===== src/rtl/cam_sim_pkg.sv =====
// Shared definitions for the OV7670 camera model: pattern codes, FSM encoding,
// colour-bar table and RGB565 pack/split helpers.
package cam_sim_pkg;

  localparam logic [1:0] PAT_SOLID = 2'd0;
  localparam logic [1:0] PAT_BARS  = 2'd1;
  localparam logic [1:0] PAT_GRAD  = 2'd2;
  localparam logic [1:0] PAT_CHECK = 2'd3;

  localparam logic [2:0] ST_IDLE   = 3'd0;
  localparam logic [2:0] ST_VSYNC  = 3'd1;
  localparam logic [2:0] ST_VBP    = 3'd2;
  localparam logic [2:0] ST_ACTIVE = 3'd3;
  localparam logic [2:0] ST_HBLANK = 3'd4;
  localparam logic [2:0] ST_VFP    = 3'd5;

  typedef struct packed {
    logic [4:0] r;
    logic [5:0] g;
    logic [4:0] b;
  } rgb565_t;

  localparam logic [15:0] BAR_RGB [8] = '{
    16'hFFFF, 16'hFFE0, 16'h07FF, 16'h07E0,
    16'hF81F, 16'hF800, 16'h001F, 16'h0000
  };

  function automatic logic [15:0] rgb565_pack(input logic [4:0] r, input logic [5:0] g,
                                              input logic [4:0] b);
    return {r, g, b};
  endfunction

  // Sensor byte order: first byte carries R and G high bits, second G low bits and B.
  function automatic logic [7:0] rgb565_byte(input logic [15:0] c, input logic second);
    rgb565_t p;
    p = c;
    return second ? {p.g[2:0], p.b} : {p.r, p.g[5:3]};
  endfunction

endpackage


===== src/rtl/ov7670_sim_src_if.sv =====
// Camera-side parallel bus: frame/line syncs, byte stream and end-of-frame strobe.
interface ov7670_sim_src_if;
  logic       vsync;
  logic       href;
  logic [7:0] px_data;
  logic       frame_done;

  modport master (output vsync, href, px_data, frame_done);
  modport slave  (input  vsync, href, px_data, frame_done);
endinterface


===== src/rtl/ov7670_sim_pattern.sv =====
// Combinational RGB565 colour of the current pixel for the selected test pattern.
module ov7670_sim_pattern
  import cam_sim_pkg::*;
(
  input  logic [1:0]  pattern,
  input  logic [4:0]  x,
  input  logic [5:0]  y,
  input  logic [2:0]  bar_idx,
  input  logic [15:0] solid_rgb,
  output logic [15:0] rgb
);

  always_comb begin
    rgb = 16'h0000;
    case (pattern)
      PAT_SOLID: rgb = solid_rgb;
      PAT_BARS:  rgb = BAR_RGB[bar_idx];
      PAT_GRAD:  rgb = rgb565_pack(x, y, ~x);
      default:   rgb = (x[3] ^ y[3]) ? 16'hFFFF : 16'h0000;
    endcase
  end

endmodule


===== src/rtl/ov7670_sim_src.sv =====
// OV7670 sensor model: frame/line timing FSM, pixel counters and registered byte stream.
// Optional OV_SIM_FRAME_CNT_EN adds a 16-bit completed-frame counter port.
module ov7670_sim_src
  import cam_sim_pkg::*;
#(
  parameter int H_PIX    = 160,
  parameter int V_LINES  = 120,
  parameter int H_BLANK  = 16,
  parameter int VSYNC_LN = 3,
  parameter int VBP_LN   = 2,
  parameter int VFP_LN   = 2
) (
  input  logic               pclk,
  input  logic               rst,
  input  logic               en,
  input  logic [1:0]         pattern,
  input  logic [15:0]        solid_rgb,
  ov7670_sim_src_if.master   cam
`ifdef OV_SIM_FRAME_CNT_EN
  ,
  output logic [15:0]        frame_cnt
`endif
);

  localparam int L       = 2 * H_PIX + H_BLANK;
  localparam int VS_CYC  = VSYNC_LN * L;
  localparam int VBP_CYC = VBP_LN * L;
  localparam int VFP_CYC = VFP_LN * L - H_BLANK;
  localparam int BAR_W   = H_PIX / 8;
  localparam int CW      = $clog2(VS_CYC + VBP_CYC + VFP_CYC + L + 1);
  localparam int XW      = $clog2(H_PIX);
  localparam int YW      = $clog2(V_LINES + 1);
  localparam int BW      = $clog2(BAR_W + 1);

  logic [2:0]    st, st_n;
  logic [CW-1:0] cnt, cnt_n;
  logic [XW-1:0] x, x_n;
  logic [YW-1:0] y, y_n;
  logic [2:0]    bar, bar_n;
  logic [BW-1:0] barc, barc_n;
  logic [1:0]    pat_q;
  logic [15:0]   solid_q, rgb;
  logic          fd_n;

  always_comb begin
    st_n   = st;
    cnt_n  = cnt + 1'b1;
    x_n    = x;
    y_n    = y;
    bar_n  = bar;
    barc_n = barc;
    case (st)
      ST_IDLE: begin
        cnt_n = '0;
        if (en) begin
          st_n = ST_VSYNC;
          x_n  = '0;
          y_n  = '0;
        end
      end
      ST_VSYNC: if (cnt == CW'(VS_CYC - 1)) begin
        st_n  = ST_VBP;
        cnt_n = '0;
      end
      ST_VBP: if (cnt == CW'(VBP_CYC - 1)) begin
        st_n   = ST_ACTIVE;
        cnt_n  = '0;
        x_n    = '0;
        bar_n  = '0;
        barc_n = '0;
      end
      ST_ACTIVE: if (cnt[0]) begin
        // Second byte of the pixel: advance x and the bar tracker, or close the line.
        if (x == XW'(H_PIX - 1)) begin
          st_n  = ST_HBLANK;
          cnt_n = '0;
        end else begin
          x_n = x + 1'b1;
          if (barc == BW'(BAR_W - 1)) begin
            barc_n = '0;
            bar_n  = bar + 1'b1;
          end else begin
            barc_n = barc + 1'b1;
          end
        end
      end
      ST_HBLANK: if (cnt == CW'(H_BLANK - 1)) begin
        cnt_n  = '0;
        x_n    = '0;
        bar_n  = '0;
        barc_n = '0;
        if (y == YW'(V_LINES - 1)) begin
          st_n = ST_VFP;
        end else begin
          st_n = ST_ACTIVE;
          y_n  = y + 1'b1;
        end
      end
      ST_VFP: if (cnt == CW'(VFP_CYC - 1)) begin
        cnt_n = '0;
        if (en) begin
          st_n = ST_VSYNC;
          y_n  = '0;
        end else begin
          st_n = ST_IDLE;
        end
      end
      default: begin
        st_n  = ST_IDLE;
        cnt_n = '0;
      end
    endcase
  end

  assign fd_n = (st_n == ST_VFP) && (cnt_n == CW'(VFP_CYC - 1));

  ov7670_sim_pattern u_pattern (
    .pattern   (pat_q),
    .x         (5'(x_n)),
    .y         (6'(y_n)),
    .bar_idx   (bar_n),
    .solid_rgb (solid_q),
    .rgb       (rgb)
  );

  // Outputs are registered from next-state values so they line up with the state they describe.
  always_ff @(posedge pclk) begin
    if (!rst) begin
      st             <= ST_IDLE;
      cnt            <= '0;
      x              <= '0;
      y              <= '0;
      bar            <= '0;
      barc           <= '0;
      pat_q          <= PAT_SOLID;
      solid_q        <= '0;
      cam.vsync      <= 1'b0;
      cam.href       <= 1'b0;
      cam.px_data    <= 8'h00;
      cam.frame_done <= 1'b0;
    end else begin
      st   <= st_n;
      cnt  <= cnt_n;
      x    <= x_n;
      y    <= y_n;
      bar  <= bar_n;
      barc <= barc_n;
      if (st_n == ST_VSYNC && st != ST_VSYNC) begin
        pat_q   <= pattern;
        solid_q <= solid_rgb;
      end
      cam.vsync      <= (st_n == ST_VSYNC);
      cam.href       <= (st_n == ST_ACTIVE);
      cam.px_data    <= (st_n == ST_ACTIVE) ? rgb565_byte(rgb, cnt_n[0]) : 8'h00;
      cam.frame_done <= fd_n;
    end
  end

`ifdef OV_SIM_FRAME_CNT_EN
  always_ff @(posedge pclk) begin
    if (!rst)      frame_cnt <= '0;
    else if (fd_n) frame_cnt <= frame_cnt + 1'b1;
  end
`endif

endmodule

===== src/flat_wrapper.sv =====
// flat-port wrapper written by rule: the top's interface ports become plain ports
module ov7670_sim_src_flat import cam_sim_pkg::*;
#(
  parameter int H_PIX    = 160,
  parameter int V_LINES  = 120,
  parameter int H_BLANK  = 16,
  parameter int VSYNC_LN = 3,
  parameter int VBP_LN   = 2,
  parameter int VFP_LN   = 2
)
  (pclk, rst, en, pattern, solid_rgb, cam_vsync, cam_href, cam_px_data, cam_frame_done);
  ov7670_sim_src_if cam_i ();
  input  logic pclk;
  input  logic rst;
  input  logic en;
  input  logic [1:0] pattern;
  input  logic [15:0] solid_rgb;
  output wire logic [$bits(cam_i.vsync)-1:0] cam_vsync;
  output wire logic [$bits(cam_i.href)-1:0] cam_href;
  output wire logic [$bits(cam_i.px_data)-1:0] cam_px_data;
  output wire logic [$bits(cam_i.frame_done)-1:0] cam_frame_done;
  assign cam_vsync = cam_i.vsync;
  assign cam_href = cam_i.href;
  assign cam_px_data = cam_i.px_data;
  assign cam_frame_done = cam_i.frame_done;
  ov7670_sim_src #(.H_PIX(H_PIX), .V_LINES(V_LINES), .H_BLANK(H_BLANK), .VSYNC_LN(VSYNC_LN), .VBP_LN(VBP_LN), .VFP_LN(VFP_LN)) u_core (.pclk(pclk), .rst(rst), .en(en), .pattern(pattern), .solid_rgb(solid_rgb), .cam(cam_i));
endmodule

===== config.mk =====
export PLATFORM = sky130hd
export DESIGN_NAME = ov7670_sim_src_flat
export DESIGN_NICKNAME = d
export VERILOG_FILES = /design/src/rtl/cam_sim_pkg.sv /design/src/rtl/ov7670_sim_src_if.sv /design/src/rtl/ov7670_sim_pattern.sv /design/src/rtl/ov7670_sim_src.sv /design/src/flat_wrapper.sv
export SDC_FILE = /design/constraint.sdc
export NUM_CORES = 1
export LEC_CHECK = 0
export BUFFER_PORTS_ARGS = -buffer_cell sky130_fd_sc_hd__buf_2
export CAP_MARGIN = 10
export CORE_MARGIN = 3
export CORE_UTILIZATION = 24
export CTS_BUF_LIST = sky130_fd_sc_hd__clkbuf_2 sky130_fd_sc_hd__clkbuf_4 sky130_fd_sc_hd__clkbuf_8
export DETAILED_ROUTE_END_ITERATION = 12
export GPL_TIMING_DRIVEN = 0
export MAX_ROUTING_LAYER = met4
export PLACE_DENSITY_LB_ADDON = 0.05
export SYNTH_ARGS = -nofsm -noshare
export SYNTH_HDL_FRONTEND = slang
export SYNTH_HIERARCHICAL = 1
export SYNTH_SLANG_ARGS = --single-unit

===== constraint.sdc =====
create_clock -name pclk -period 4.6 [get_ports pclk]
set_input_delay 0.92 -clock pclk [delete_from_list [all_inputs] [get_ports pclk]]
set_output_delay 0.92 -clock pclk [all_outputs]
set_load 0.01 [all_outputs]

==> metrics.md, run 1 <==
| Metric | Value |
|---|---|
| Lkg Pwr | `1.75 nW` |
| Pwr dens | `289 nW/um^2` |
| Max Cap Viol | `0` |
| Number of CTS-inserted buffers | `9` |
| Via count | `3429` |
| Final Worst Setup Slack | `0.357 ns` |
| WL/cell | `16.6 um` |
| Fin Setup TNS | `0 ns` |
| Async set-or-reset flop fraction in the synthesized netlist | `0%` |
| RSZ-0062 raised after global routing | `no` |
| Final hold vios | `0` |
| CTS tree | `yes` |
| Routed vias/inst | `4.82` |
| Slew @ Worst Pin | `0.914 ns` |
| Filler instances | `1744` |
| Die width | `135 um` |
| CTS max path bufs | `2` |
| Yosys warns | `6` |
| CP startpoint | `u_core/cnt[0]$_SDFF_PN0_` |
| Post-CTS sizing | `0` |
| Die area | `18300 um^2` |
| Largest net degree at the start of global routing | `12` |
| Post-synthesis sequential area ratio | `33.5%` |
| Vias in the first global route | `3429` |
| Finished Core Util | `29.0%` |
| CTS sink cnt | `67` |
| EDFF count, synth | `0` |
| Status | `finished clean` |
| Worst Path Max Fanout | `10` |
| Highest-delay cell along the critical path | `o41ai_1` |
| I/O Pins | `32` |
| Worst reg2reg path startpoint | `u_core/cnt[0]$_SDFF_PN0_` |
| Final min period | `4.24 ns` |
| CP Capture Type | `flip-flop` |
| Post-CTS Setup Inserts | `0` |
| Most frequent cells in the layout | `dfxtp_1 (67), nand2_1 (64), buf_2 (32), nor2_1 (30), o21ai_0 (26)` |
| CTS clk-pin slew, worst paths | `0.08 ns` |
| Area leader, netlist | `dfxtp_1` |
| Slew headroom | `38.3%` |
| Worst vdd ir | `135 uV` |
| Syn_area_per_cell | `8.93 um^2` |
| Startpoint types | `flip-flop` |
| Num rows | `46` |
| Synth unique cells | `64` |
| Placed cell area | `4430 um^2` |
| WL final | `11800 um` |
| Clk_skew | `0.0146 ns` |
| # setup viols final | `0` |
| DR iter-0 viols | `181` |
| Share of layout cells above drive strength 1 | `15.8%` |
| Layout Nets | `516` |
| Arrival @ worst endpoint | `4.46 ns` |
| Critical path required time | `4.82 ns` |
| Syn Nets | `475` |
| Total GRT Usage | `13.9%` |
| WHS | `0.467 ns` |
| Slew Viols, Final | `0` |
| Achievable frequency | `236 MHz` |
| Initial antenna violation count | `1` |
| Slowest stage delay, CP | `0.83 ns` |
| Placer congestion estimate | `0.773` |
| Die H | `135 um` |
| Critical Path, Cell by Cell | `ha_1, nand4b_1, nor4_4, nand2_1, o41ai_1, xor2_1, buf_6, mux4_1, o21ai_0, a21oi_1` |
| First drt pass iteration count | `4` |
| Core area | `16100 um^2` |
| Dominant synthesized flop cell | `dfxtp_1` |
| Area contributors post-synth | `dfxtp_1 (33%), mux4_1 (8.5%), nand2_1 (6.0%)` |
| Synth top area share | `33.5%` |
| Clk root buf | `clkbuf_8` |
| Initial Utilization | `24.9%` |
| Post-Layout Inst Area | `4670 um^2` |
| Port Buffers | `30` |
| ANT nets after route | `0` |
| # DRC | `0` |
| HPWL Detailed | `8880 um` |
| Post-CTS Hold Buffers | `0` |
| WS Path Type | `reg2reg` |
| H-tree depth | `3` |
| Hold Crit Start | `u_core/solid_q[2]$_SDFFE_PN0P_` |
| HP Class | `reg2reg` |
| Place WS | `0.202 ns` |
| GRT overflow | `0` |
| Mapped cell area | `4010 um^2` |
| Cell count after synthesis | `449` |
| Leading cell type in the layout, fill and taps excluded | `dfxtp_1` |
| #FFs+latches synth | `67` |
| Layout area overhead | `16.4%` |
| Final period util | `92.2%` |
| Global-route wire length before repair | `19100 um` |
| Clock Latency Late Sink | `0.36 ns` |
[state kept, by name, indices dropped and copies added, names as in the netlist]
name	count
u_core/y	7
u_core/cam.px_data	8
u_core/cnt	12
u_core/pat_q	2
u_core/cam.frame_done	1
u_core/st	3
u_core/barc	5
u_core/solid_q	16
u_core/bar	3
u_core/x	8
u_core/cam.vsync	1
u_core/cam.href	1
[path summary, 6_finish.rpt]
| check | to | slack (ns) | depth (start not counted) |
|---|---|---|---|
| worst max register to register | u_core/cam.px_data[4]$_SDFF_PN0_ | 0.36 | 10 |
| worst max-delay path | u_core/cam.px_data[4]$_SDFF_PN0_ | 0.36 | 10 |
| worst min register to register | u_core/solid_q[2]$_SDFFE_PN0P_ | 0.47 | 2 |
| worst min-delay path | u_core/solid_q[2]$_SDFFE_PN0P_ | 0.47 | 2 |
[synthesized netlist by cell type, types with 4 or more instances]
cell      instances
nor3_1            4
xnor2_1           8
nand2_1          64
or2_2             4
nand4_1           6
nor2b_1           4
nor2_1           30
or3_1             5
mux2i_1          19
clkbuf_1         17
and3_1            7
xor2_1            8
and2_1           17
mux4_1           13
dfxtp_1          67
nand3_1          19
buf_6             5
nand2b_1          5
inv_1            17
a21oi_1          24
a31oi_1           7
o21ai_0          26
ha_1              5
[cell type report]
cell class	count	area (um^2)	area share, %
Clock buffer	12	153	3.27
Tap cell	216	270	5.79
Multi-Input combinational cell	339	2450	52.6
Antenna cell	1	2.50	0.0536
Buffer	26	158	3.38
Clock inverter	4	73.8	1.58
Timing Repair Buffer	30	150	3.22
Sequential cell	67	1340	28.7
Inverter	17	63.8	1.37
[stage by stage]
stage	power, mW	instances
global placement	0.779	695
finish	1.35	712
global route	1.42	712
detailed placement	0.779	695
floorplan	0.730	449
CTS	1.38	711
[critical path, delay by kind of cell, from the launching register on]
| kind | cells | cell delay [ns] |
|---|---|---|
| buf+inv | 1 | 0.23 |
| simple gates | 3 | 1.16 |
| fa+ha+maj | 1 | 0.29 |
| compound gates | 3 | 1.05 |
| xor+xnor | 1 | 0.33 |
| mux | 1 | 0.50 |
| flops | 1 | 0.53 |
[kinds of logic after synthesis]
logic type	after synthesis	synth area share [%]
flip-flops	67	33.5
XOR/XNOR	16	3.50
adder cells (fa/ha/maj)	5	1.56
AO/OA/AOI/OAI	90	15.1
multiplexers	38	15.8
buffers and inverters	43	5.53
AND/OR/NAND/NOR	190	25.1
[power by group]
group	leakage, nW	total [mW]	internal, mW	switching [mW]
Combinational	1.09	0.158	0.0744	0.0835
Clock	0.117	0.584	0.333	0.252
Sequential	0.543	0.606	0.595	0.0106
[layer usage]
layer	global-route usage (%)	share of wire [%]	vias to the layer above
met2	20.7	46	50
met4	3.30	0.80	0
met3	3.86	3.2	9
li1	-	-	1725
met5	-	0	-
met1	18.9	50	1645
(Power assumes the default switching activity.)
==> inputs of run 2 (changes only) <==
- CORE_UTILIZATION: 24 -> 45
==> run 2 against run 1 <==
Compared with the run above: clock skew is 0.0064 ns lower; setup slack gained 0.078 ns; critical path depth unchanged; non-clock buffer count stayed put; critical path type unchanged; critical endpoint unchanged; largest cell class unchanged.
==> metrics.md, run 2 (synthesized netlist as in run 1, its figures left out) <==
| Metric | Value |
|---|---|
| Status | `finished clean (unchanged)` |
| Slew @ Worst Pin | `0.839 ns (was 0.914 ns)` |
| WHS | `0.456 ns (was 0.467 ns)` |
| WS Path Type | `reg2reg (unchanged)` |
| Clk_skew | `0.00823 ns (was 0.0146 ns)` |
| Antenna cells | `0 (was 1)` |
| Final hold vios | `0 (unchanged)` |
| Clk root buf | `clkbuf_8 (unchanged)` |
| H-tree depth | `3 (unchanged)` |
| Core area | `8420 um^2 (was 16100 um^2)` |
| Die H | `100 um (was 135 um)` |
| Met1 Use GR | `29.1% (was 18.9%)` |
| Final min period | `4.16 ns (was 4.24 ns)` |
| HPWL Detailed | `7230 um (was 8880 um)` |
| Achievable frequency | `240 MHz (was 236 MHz)` |
| Routed vias/inst | `5.75 (was 4.82)` |
| Placer congestion estimate | `0.887 (was 0.773)` |
| Slowest stage delay, CP | `0.79 ns (was 0.83 ns)` |
| Lkg Pwr | `1.74 nW (was 1.75 nW)` |
| Worst Path Max Fanout | `10 (unchanged)` |
| Pwr Total | `1.26 mW (was 1.35 mW)` |
| Number of CTS-inserted buffers | `9 (unchanged)` |
| Worst vdd ir | `185 uV (was 135 uV)` |
| Arrival @ worst endpoint | `4.37 ns (was 4.46 ns)` |
| Largest register FFs | `16 (unchanged)` |
| Critical Path, Cell by Cell | `ha_1, nand4b_1, nor4_2, nand2_1, o41ai_1, xor2_1, buf_6, mux4_1, o21ai_0, a21oi_1 (was ha_1, nand4b_1, nor4_4, nand2_1, o41ai_1, xor2_1, buf_6, mux4_1, o21ai_0, a21oi_1)` |
| Met3 usage | `4.03% (was 3.86%)` |
| Post-Layout Inst Area | `4490 um^2 (was 4670 um^2)` |
| Critical path required time | `4.80 ns (was 4.82 ns)` |
| Finished Core Util | `53.3% (was 29.0%)` |
| Die area | `10100 um^2 (was 18300 um^2)` |
| First drt pass iteration count | `5 (was 4)` |
| Post-CTS Setup Inserts | `0 (unchanged)` |
| Pint | `959 uW (was 1.00 mW)` |
| Layout area overhead | `12.1% (was 16.4%)` |
| Clock Latency Late Sink | `0.34 ns (was 0.36 ns)` |
| CTS sink cnt | `67 (unchanged)` |
| Regs by FF count | `u_core/solid_q (16), u_core/cnt (12) (unchanged)` |
| GRT overflow | `0 (unchanged)` |
| Placed cell area | `4290 um^2 (was 4430 um^2)` |
| Startpoint types | `flip-flop (unchanged)` |
| Post-CTS Hold Buffers | `0 (unchanged)` |
| Highest-delay cell along the critical path | `nor4_2 (was o41ai_1)` |
| ANT nets after route | `0 (unchanged)` |
| CTS max path bufs | `2 (unchanged)` |
| RSZ-0062 raised after global routing | `no (unchanged)` |
| HP Class | `reg2reg (unchanged)` |
| WL/cell | `16.2 um (was 16.6 um)` |
| Max Cap Viol | `0 (unchanged)` |
| DR iter-0 viols | `189 (was 181)` |
| Fin Setup TNS | `0 ns (unchanged)` |
| Grt peak-use layer | `met2 (unchanged)` |
| Total GRT Usage | `20.5% (was 13.9%)` |
| Total net switching power | `306 uW (was 346 uW)` |
| Slew Viols, Final | `0 (unchanged)` |
| Initial antenna violation count | `0 (was 1)` |
| Reg2Reg Setup Slack | `0.44 ns (was 0.36 ns)` |
| Flop pwr share | `47.8% (was 44.9%)` |
| # DRC | `0 (unchanged)` |
| Num rows | `33 (was 46)` |
| Share of layout cells above drive strength 1 | `15.8% (unchanged)` |
| Clock Power Share | `40.2% (was 43.3%)` |
| I/O Pins | `32 (unchanged)` |
| Filler instances | `790 (was 1744)` |
| Met2 Resource Use GR | `29.2% (was 20.7%)` |
| Gate power share | `12.0% (was 11.7%)` |
| CP Capture Type | `flip-flop (unchanged)` |
| Layout Nets | `516 (unchanged)` |
| Net Sw Frac | `24.2% (was 25.6%)` |
| Port Buffers | `30 (unchanged)` |
| Via count | `3448 (was 3429)` |
| Vias in the first global route | `3228 (was 3429)` |
| Slew headroom | `43.4% (was 38.3%)` |
| CTS clk-pin slew, worst paths | `0.07 ns (was 0.08 ns)` |
| Largest net degree at the start of global routing | `11 (was 12)` |
| Initial Utilization | `47.6% (was 24.9%)` |
| Multi-input logic area | `2440 um^2 (was 2450 um^2)` |
| Pwr dens | `282 nW/um^2 (was 289 nW/um^2)` |
| WL final | `9730 um (was 11800 um)` |
| Global-route wire length before repair | `16000 um (was 19100 um)` |
| CTS tree | `yes (unchanged)` |
| Most frequent cells in the layout | `dfxtp_1 (67), nand2_1 (64), buf_2 (32), nor2_1 (30), o21ai_0 (26) (unchanged)` |
| Sequential Area | `1340 um^2 (unchanged)` |
| # setup viols final | `0 (unchanged)` |
| Die width | `100 um (was 135 um)` |
| Leading cell type in the layout, fill and taps excluded | `dfxtp_1 (unchanged)` |
| Final period util | `90.5% (was 92.2%)` |
| Post-CTS sizing | `0 (unchanged)` |
| Largest Register | `u_core/solid_q (unchanged)` |
[run 2: changes by cell type in the layout (fill, tap and decap cells not counted)]
| cell | delta |
|---|---|
| clkbuf_4 | +2 |
| bufinv_16 | -1 |
| clkinv_4 | -1 |
| diode_2 | -1 |
| nor4_2 | +1 |
| nor4_4 | -1 |
[run 2: cell type report]
class                           count  area share, %
Clock buffer                       14           3.73
Clock inverter                      2          0.780
Sequential cell                    67           29.9
Inverter                           17           1.42
Multi-Input combinational cell    339           54.4
Buffer                             26           3.51
Tap cell                          105           2.92
Timing Repair Buffer               30           3.34
[run 2: worst paths after layout]
path | start | to | depth (start not counted)
max | u_core/cnt[0]$_SDFF_PN0_ | u_core/cam.px_data[4]$_SDFF_PN0_ | 10
min | u_core/solid_q[12]$_SDFFE_PN0P_ | u_core/solid_q[12]$_SDFFE_PN0P_ | 2
max reg2reg | u_core/cnt[0]$_SDFF_PN0_ | u_core/cam.px_data[4]$_SDFF_PN0_ | 10
min reg2reg | u_core/solid_q[12]$_SDFFE_PN0P_ | u_core/solid_q[12]$_SDFFE_PN0P_ | 2
[run 2: per-stage QoR]
step           setup slack [ns]  cells
2_1_floorplan              1.28    449
3_3_place_gp              0.582    584
4_1_cts                   0.501    600
6_report                  0.435    600
3_5_place_dp              0.514    584
5_1_grt                   0.179    600
[run 2: metal layers]
layer | part of all wire, % | up-vias
met3 | 6.2 | 8
met5 | 0 | -
met2 | 44 | 115
met4 | 0.73 | 0
met1 | 49 | 1608
li1 | - | 1717
[run 2: power by group through the flow]
stage | clock network, mW | logic (mW) | registers [mW]
floorplan | 0 | 0.116 | 0.614
global placement | 0 | 0.150 | 0.618
detailed placement | 0 | 0.151 | 0.618
CTS | 0.521 | 0.152 | 0.604
global route | 0.550 | 0.167 | 0.606
finish | 0.508 | 0.152 | 0.604
[run 2: critical path: cells and delay by family, from the launching register on]
kind	cells	cell delay [ns]
buffers and inverters	1	0.22
flip-flops	1	0.47
multiplexers	1	0.49
AO/OA/AOI/OAI	3	1.00
AND/OR/NAND/NOR	3	1.26
adder cells (fa/ha/maj)	1	0.27
XOR/XNOR	1	0.32
